### src/rtl/wait_gate_loader_pkg.sv
// rtl/wait_gate_loader_pkg.sv - shared state encoding and counter sizing for wait_gate_loader
package wait_gate_loader_pkg;

  typedef enum logic [2:0] {
    ST_IDLE    = 3'd0,
    ST_WAIT_EN = 3'd1,
    ST_DLY_A   = 3'd2,
    ST_DLY_C   = 3'd3,
    ST_DONE    = 3'd4
  } wgl_state_e;

  // One down-counter is shared by the timeout wait and both delays, so size it for the largest.
  function automatic int wgl_cnt_width(input int dly_a, input int dly_c, input int tmo);
    int m;
    m = dly_a;
    if (dly_c > m) m = dly_c;
    if (tmo > m) m = tmo;
    return $clog2(m + 1);
  endfunction

endpackage

### src/rtl/wait_gate_loader_ch.sv
// rtl/wait_gate_loader_ch.sv - one channel: arm, level-gated wait, then two delayed captures
// WGL_TIMEOUT_EN adds a bounded WAIT_EN and the timeout flag.
module wait_gate_loader_ch
  import wait_gate_loader_pkg::*;
#(
  parameter int WIDTH   = 8,
  parameter int DLY_A   = 10,
  parameter int DLY_C   = 10,
  parameter int TIMEOUT = 255
) (
  input  logic             clk,
  input  logic             rst,
  input  logic             start,
  input  logic             enable,
  input  logic [WIDTH-1:0] din_a,
  input  logic [WIDTH-1:0] din_c,
  output logic [WIDTH-1:0] dout_a,
  output logic [WIDTH-1:0] dout_c,
  output logic             valid_a,
  output logic             valid_c,
  output logic             busy
`ifdef WGL_TIMEOUT_EN
  ,
  output logic             timeout
`endif
);

  localparam int CW = wgl_cnt_width(DLY_A, DLY_C, TIMEOUT);
  localparam logic [CW-1:0] LOAD_A = CW'(DLY_A - 1);
  localparam logic [CW-1:0] LOAD_C = CW'(DLY_C - 1);

  if (DLY_A < 1) begin : g_bad_dly_a
    $error("wait_gate_loader_ch: DLY_A must be at least 1");
  end
  if (DLY_C < 1) begin : g_bad_dly_c
    $error("wait_gate_loader_ch: DLY_C must be at least 1");
  end

  wgl_state_e       state_q, state_d;
  logic [CW-1:0]    cnt_q, cnt_d;
  logic [WIDTH-1:0] dout_a_q, dout_a_d;
  logic [WIDTH-1:0] dout_c_q, dout_c_d;
  logic             valid_a_q, valid_a_d;
  logic             valid_c_q, valid_c_d;
`ifdef WGL_TIMEOUT_EN
  localparam logic [CW-1:0] LOAD_TO = CW'(TIMEOUT - 1);
  logic             timeout_q, timeout_d;

  if (TIMEOUT < 1) begin : g_bad_timeout
    $error("wait_gate_loader_ch: TIMEOUT must be at least 1");
  end
`endif

  always_comb begin
    state_d   = state_q;
    cnt_d     = cnt_q;
    dout_a_d  = dout_a_q;
    dout_c_d  = dout_c_q;
    valid_a_d = valid_a_q;
    valid_c_d = valid_c_q;
`ifdef WGL_TIMEOUT_EN
    timeout_d = timeout_q;
`endif
    case (state_q)
      ST_IDLE, ST_DONE: begin
        if (start) begin
          state_d   = ST_WAIT_EN;
          valid_a_d = 1'b0;
          valid_c_d = 1'b0;
`ifdef WGL_TIMEOUT_EN
          timeout_d = 1'b0;
          cnt_d     = LOAD_TO;
`else
          cnt_d     = '0;
`endif
        end
      end
      // Enable is a level: seeing it on expiry still starts the normal sequence.
      ST_WAIT_EN: begin
        if (enable) begin
          state_d = ST_DLY_A;
          cnt_d   = LOAD_A;
        end
`ifdef WGL_TIMEOUT_EN
        else if (cnt_q == '0) begin
          state_d   = ST_DONE;
          timeout_d = 1'b1;
        end else begin
          cnt_d = cnt_q - CW'(1);
        end
`endif
      end
      ST_DLY_A: begin
        if (cnt_q == '0) begin
          state_d   = ST_DLY_C;
          cnt_d     = LOAD_C;
          dout_a_d  = din_a;
          valid_a_d = 1'b1;
        end else begin
          cnt_d = cnt_q - CW'(1);
        end
      end
      ST_DLY_C: begin
        if (cnt_q == '0) begin
          state_d   = ST_DONE;
          dout_c_d  = din_c;
          valid_c_d = 1'b1;
        end else begin
          cnt_d = cnt_q - CW'(1);
        end
      end
      default: state_d = ST_IDLE;
    endcase
  end

  always_ff @(posedge clk or posedge rst) begin
    if (rst) begin
      state_q   <= ST_IDLE;
      cnt_q     <= '0;
      dout_a_q  <= '0;
      dout_c_q  <= '0;
      valid_a_q <= 1'b0;
      valid_c_q <= 1'b0;
`ifdef WGL_TIMEOUT_EN
      timeout_q <= 1'b0;
`endif
    end else begin
      state_q   <= state_d;
      cnt_q     <= cnt_d;
      dout_a_q  <= dout_a_d;
      dout_c_q  <= dout_c_d;
      valid_a_q <= valid_a_d;
      valid_c_q <= valid_c_d;
`ifdef WGL_TIMEOUT_EN
      timeout_q <= timeout_d;
`endif
    end
  end

  assign dout_a  = dout_a_q;
  assign dout_c  = dout_c_q;
  assign valid_a = valid_a_q;
  assign valid_c = valid_c_q;
  assign busy    = (state_q == ST_WAIT_EN) || (state_q == ST_DLY_A) || (state_q == ST_DLY_C);
`ifdef WGL_TIMEOUT_EN
  assign timeout = timeout_q;
`endif

endmodule

### src/rtl/wait_gate_loader.sv
// rtl/wait_gate_loader.sv - CHANNELS independent gated, delayed register loaders
// Define WGL_TIMEOUT_EN to add the per-channel timeout port.
module wait_gate_loader
  import wait_gate_loader_pkg::*;
#(
  parameter int WIDTH    = 8,
  parameter int CHANNELS = 2,
  parameter int DLY_A    = 10,
  parameter int DLY_C    = 10,
  parameter int TIMEOUT  = 255
) (
  input  logic                      clk,
  input  logic                      rst,
  input  logic [CHANNELS-1:0]       start,
  input  logic [CHANNELS-1:0]       enable,
  input  logic [CHANNELS*WIDTH-1:0] din_a,
  input  logic [CHANNELS*WIDTH-1:0] din_c,
  output logic [CHANNELS*WIDTH-1:0] dout_a,
  output logic [CHANNELS*WIDTH-1:0] dout_c,
  output logic [CHANNELS-1:0]       valid_a,
  output logic [CHANNELS-1:0]       valid_c,
  output logic [CHANNELS-1:0]       busy
`ifdef WGL_TIMEOUT_EN
  ,
  output logic [CHANNELS-1:0]       timeout
`endif
);

  for (genvar i = 0; i < CHANNELS; i++) begin : g_ch
    wait_gate_loader_ch #(
      .WIDTH  (WIDTH),
      .DLY_A  (DLY_A),
      .DLY_C  (DLY_C),
      .TIMEOUT(TIMEOUT)
    ) u_ch (
      .clk    (clk),
      .rst    (rst),
      .start  (start[i]),
      .enable (enable[i]),
      .din_a  (din_a[i*WIDTH +: WIDTH]),
      .din_c  (din_c[i*WIDTH +: WIDTH]),
      .dout_a (dout_a[i*WIDTH +: WIDTH]),
      .dout_c (dout_c[i*WIDTH +: WIDTH]),
      .valid_a(valid_a[i]),
      .valid_c(valid_c[i]),
      .busy   (busy[i])
`ifdef WGL_TIMEOUT_EN
      ,
      .timeout(timeout[i])
`endif
    );
  end

endmodule

### config.mk
export PLATFORM = sky130hd
export DESIGN_NAME = wait_gate_loader
export DESIGN_NICKNAME = d
export VERILOG_FILES = /design/src/rtl/wait_gate_loader_pkg.sv /design/src/rtl/wait_gate_loader_ch.sv /design/src/rtl/wait_gate_loader.sv
export SDC_FILE = /design/constraint.sdc
export NUM_CORES = 1
export LEC_CHECK = 0
export CORE_ASPECT_RATIO = 0.5
export CORE_MARGIN = 2
export CORE_UTILIZATION = 45
export CTS_BUF_LIST = sky130_fd_sc_hd__clkbuf_2 sky130_fd_sc_hd__clkbuf_4 sky130_fd_sc_hd__clkbuf_8
export CTS_CLUSTER_DIAMETER = 120
export CTS_CLUSTER_SIZE = 16
export DETAILED_ROUTE_END_ITERATION = 10
export PLACE_DENSITY = 0.78
export SYNTH_ARGS = -nofsm -noshare
export SYNTH_HDL_FRONTEND = slang
export SYNTH_SLANG_ARGS = --single-unit
### constraint.sdc
create_clock -name clk -period 2.3 [get_ports clk]
set_input_delay 0.345 -clock clk [delete_from_list [all_inputs] [get_ports clk]]
set_output_delay 0.345 -clock clk [all_outputs]
set_load 0.02 [all_outputs]
==> implementation parameters <==
Parameter                              Value

Die
  Die height    59.84 um
  Count of pins on the block boundary    76
  Effective utilization at floorplan    roughly 46%
  # rows    20
  Die area    0.006922 mm2
  Die span in x    115.7 um
  Standard cell core area    0.006056 mm2

Yosys
  Synth Net Count    ~290
  Number of synthesis warnings    0
  Distinct cells, synth    46
  Synth top area share    51.72%
  Dominant synthesized flop cell    sky130_fd_sc_hd__dfrtp_1
  Netlist area before placement    0.002806 mm2
  Part of the Yosys area used for sequential elements    51.72%
  Largest cells by area after synthesis    sky130_fd_sc_hd__dfrtp_1 52%, sky130_fd_sc_hd__mux2_2 13%, sky130_fd_sc_hd__a22o_1 2.2%, sky130_fd_sc_hd__nor3_1 2.1%, sky130_fd_sc_hd__o21ai_0 2.0%
  Commonest cells post-synth    58 x sky130_fd_sc_hd__dfrtp_1, 32 x sky130_fd_sc_hd__mux2_2, 12 x sky130_fd_sc_hd__nor3_1
  Per-instance average area after synthesis    around 11 um2
  Synthesized flop and latch total    58
  Asr flop ratio synth    100.0%
  Gate count after technology mapping    246
  Number of enable-type register cells in the synthesized netlist    0
  Top-count cell post-synth    sky130_fd_sc_hd__dfrtp_1
  Leading area contributor after synthesis    sky130_fd_sc_hd__dfrtp_1

Timing
  Worst hold slack across all endpoints    0.3672 ns
  Count of final max-slew check failures    0
  Shortest period the worst path allows    2.151 ns
  Peak Freq    between 0.4 and 0.5 GHz
  RSZ-0062 raised after global routing    false
  Final hold violations    0
  Slew at the pin closest to its max-slew limit    approximately 0.52 ns
  Slew HR    65.36%
  Maximum clock skew at final layout    0.009777 ns
  Final worst path period share    93.51%
  Post-route setup TNS    0 ns
  Slack of the critical path    approximately 0.15 ns
  Setup-failing EPs final    0

Clocking
  Buffers from clock root to sink, at most    2
  CTS tree    done
  Clk Tree Root Cell    sky130_fd_sc_hd__clkbuf_8
  CTS Hold Bufs    0
  Clock edge transition at the registers on the reported setup and hold paths    about 0.060 ns
  Sinks on Clock Net    58
  Buffers inserted during post-CTS setup optimization    0
  Number of buffers created by CTS    9
  Resized Gates After CTS    0
  H-tree levels    3
  Clock latency reported for the late side of the worst-skew pair    0.34 ns

Critical path
  CP Data Arrival Time    2.37 ns
  Peak fanout along the critical path    10
  Data required time of the worst path    2.52 ns
  Type of element launching the critical path    register
  Capturing element type of the critical path    register
  Worst setup path class    register to register
  FF-to-FF path depth    7

Power
  Power density over the cells    1473 mW/mm2
  Overall power consumption    roughly 5.7 mW
  Leakage power summed over all cells    1.641 nW
  Maximum resistive drop on vdd    between 0.7 and 0.8 mV

GRT
  First-pass GRT wire length    10.76 mm
  Number of global-route vias before repair    roughly 2,300
  Number of antenna violations at the first check in global routing    0
  Total grt overflow    0
  Maximum number of pins on one net before global-route repair    37
  Total global routing track utilization    20.62%

Drt
  Total vias in the final route    between 2,000 and 2,500
  Post-DR wirelength/cell    15.59 um
  Final WL    6.501 mm
  Drt first-iter violations    129
  Number of detailed-route iterations in the first pass    4
  Count of unresolved DRC violations after routing    0
  Number of routed nets with antenna violations    0
  Vias per Instance    approximately 5.5

Place
  Post-detail-place hpwl    4.761 mm
  Placer Congestion    0.8926
  Minimum setup slack after placement    between 0.09 and 0.1 ns
  Quantity of I/O buffers inserted on ports    75
  Placed cell count    between 400 and 500

Min path
  Path class of the lowest-slack min-delay path    input port to asynchronous set/reset pin

Cells and area
  Layout cell share with drive strength beyond 1    between 20% and 30%
  Antenna diode count    0
  Final cell count without fillers    417
  Total Nets Final    364
  Layout area overhead    36.78%

Flow run
  Number of max-cap violations    0

Outcome
  Result of the run    finished, final reports clean
[per-stage QoR]
stage | util (%) | cell area (um2)
6_report | 63.39 | 3839
5_1_grt | 63.39 | 3839
4_1_cts | 63.31 | 3834
3_5_place_dp | 60.41 | 3659
3_3_place_gp | 60.41 | 3659
2_1_floorplan | - | 2806
[layout by cell type, fill, tap and decap left out, types with 3 or more instances in the layout]
cell type	n
sky130_fd_sc_hd__clkdlybuf4s50_1	75
sky130_fd_sc_hd__dfrtp_1	58
sky130_fd_sc_hd__mux2_2	32
sky130_fd_sc_hd__nor3_1	12
sky130_fd_sc_hd__o21ai_0	11
sky130_fd_sc_hd__nor2_1	11
sky130_fd_sc_hd__a21oi_1	10
sky130_fd_sc_hd__clkbuf_8	10
sky130_fd_sc_hd__buf_4	10
sky130_fd_sc_hd__inv_1	9
sky130_fd_sc_hd__nand2_1	8
sky130_fd_sc_hd__a22o_1	7
sky130_fd_sc_hd__o31ai_1	7
sky130_fd_sc_hd__or4_1	5
sky130_fd_sc_hd__nor4_1	4
sky130_fd_sc_hd__nand3_1	4
sky130_fd_sc_hd__nand2b_1	3
sky130_fd_sc_hd__nor2b_1	3
sky130_fd_sc_hd__o41ai_1	3
sky130_fd_sc_hd__clkinv_2	3
sky130_fd_sc_hd__clkbuf_4	3
[kinds of logic after synthesis]
group / Yosys count / share of synthesized area, %
adders and majority gates: 2 / 0.8915
muxes: 34 / 13.55
AOI/OAI and AO/OA: 59 / 14.85
buffers and inverters: 29 / 5.038
DFF: 58 / 51.72
and+or+nand+nor: 64 / 13.96
[report_power, final]
group | internal (mW) | total (mW) | switching, mW
sequential | 1.49 | 1.87 | 0.380
clock | 0.451 | 0.838 | 0.387
combinational | 1.46 | 2.95 | 1.49
[per-layer routing]
| layer | GRT usage (%) | vias up | routed length (um) |
|---|---|---|---|
| li1 | - | 1081 | - |
| met1 | 24.71 | 1136 | 2797 |
| met2 | 35.59 | 59 | 3351 |
| met3 | 6.491 | 14 | 272 |
| met4 | 7.823 | 0 | 80 |
| met5 | 0 | - | 0 |
[final cells by class]
type | instances | area [um2]
fillers | 509 | 2217
flip-flops and latches | 58 | 1451
multi-input cells | 159 | 1219
repair buffers | 86 | 845.8
clock buffers | 13 | 160.2
well taps | 88 | 110.1
inverters | 10 | 37.54
clock inverters | 3 | 15.01
[registers in the layout, indices dropped and copies added, names as in the netlist]
register,flops
g_ch.u_ch.state_q,6
g_ch.u_ch.dout_a,16
g_ch.u_ch.dout_c,16
g_ch.u_ch.cnt_q,16
g_ch.u_ch.valid_a,2
g_ch.u_ch.valid_c,2
[path summary, 6_finish.rpt]
kind,slack (ns),end,start
worst max register to register,0.15,g_ch[1].u_ch.cnt_q[3],g_ch[1].u_ch.cnt_q[0]
worst max-delay path,0.15,g_ch[1].u_ch.cnt_q[3],g_ch[1].u_ch.cnt_q[0]
max in group asynchronous,1.37,g_ch[0].u_ch.dout_a[1],rst
worst min-delay path,0.37,g_ch[1].u_ch.dout_a[5],rst
min in group clk,0.49,g_ch[1].u_ch.valid_c,g_ch[1].u_ch.valid_c
worst min register to register,0.49,g_ch[1].u_ch.valid_c,g_ch[1].u_ch.valid_c
[critical path, stage by stage, from the launching register on]
cell                      delay, ns
sky130_fd_sc_hd__dfrtp_1       0.38
sky130_fd_sc_hd__inv_1         0.10
sky130_fd_sc_hd__ha_1          0.22
sky130_fd_sc_hd__or3b_4        0.46
sky130_fd_sc_hd__nor4_4        0.28
sky130_fd_sc_hd__buf_4         0.23
sky130_fd_sc_hd__o41ai_1       0.10
sky130_fd_sc_hd__a22o_1        0.26
Power figures use the tool's default switching activity.
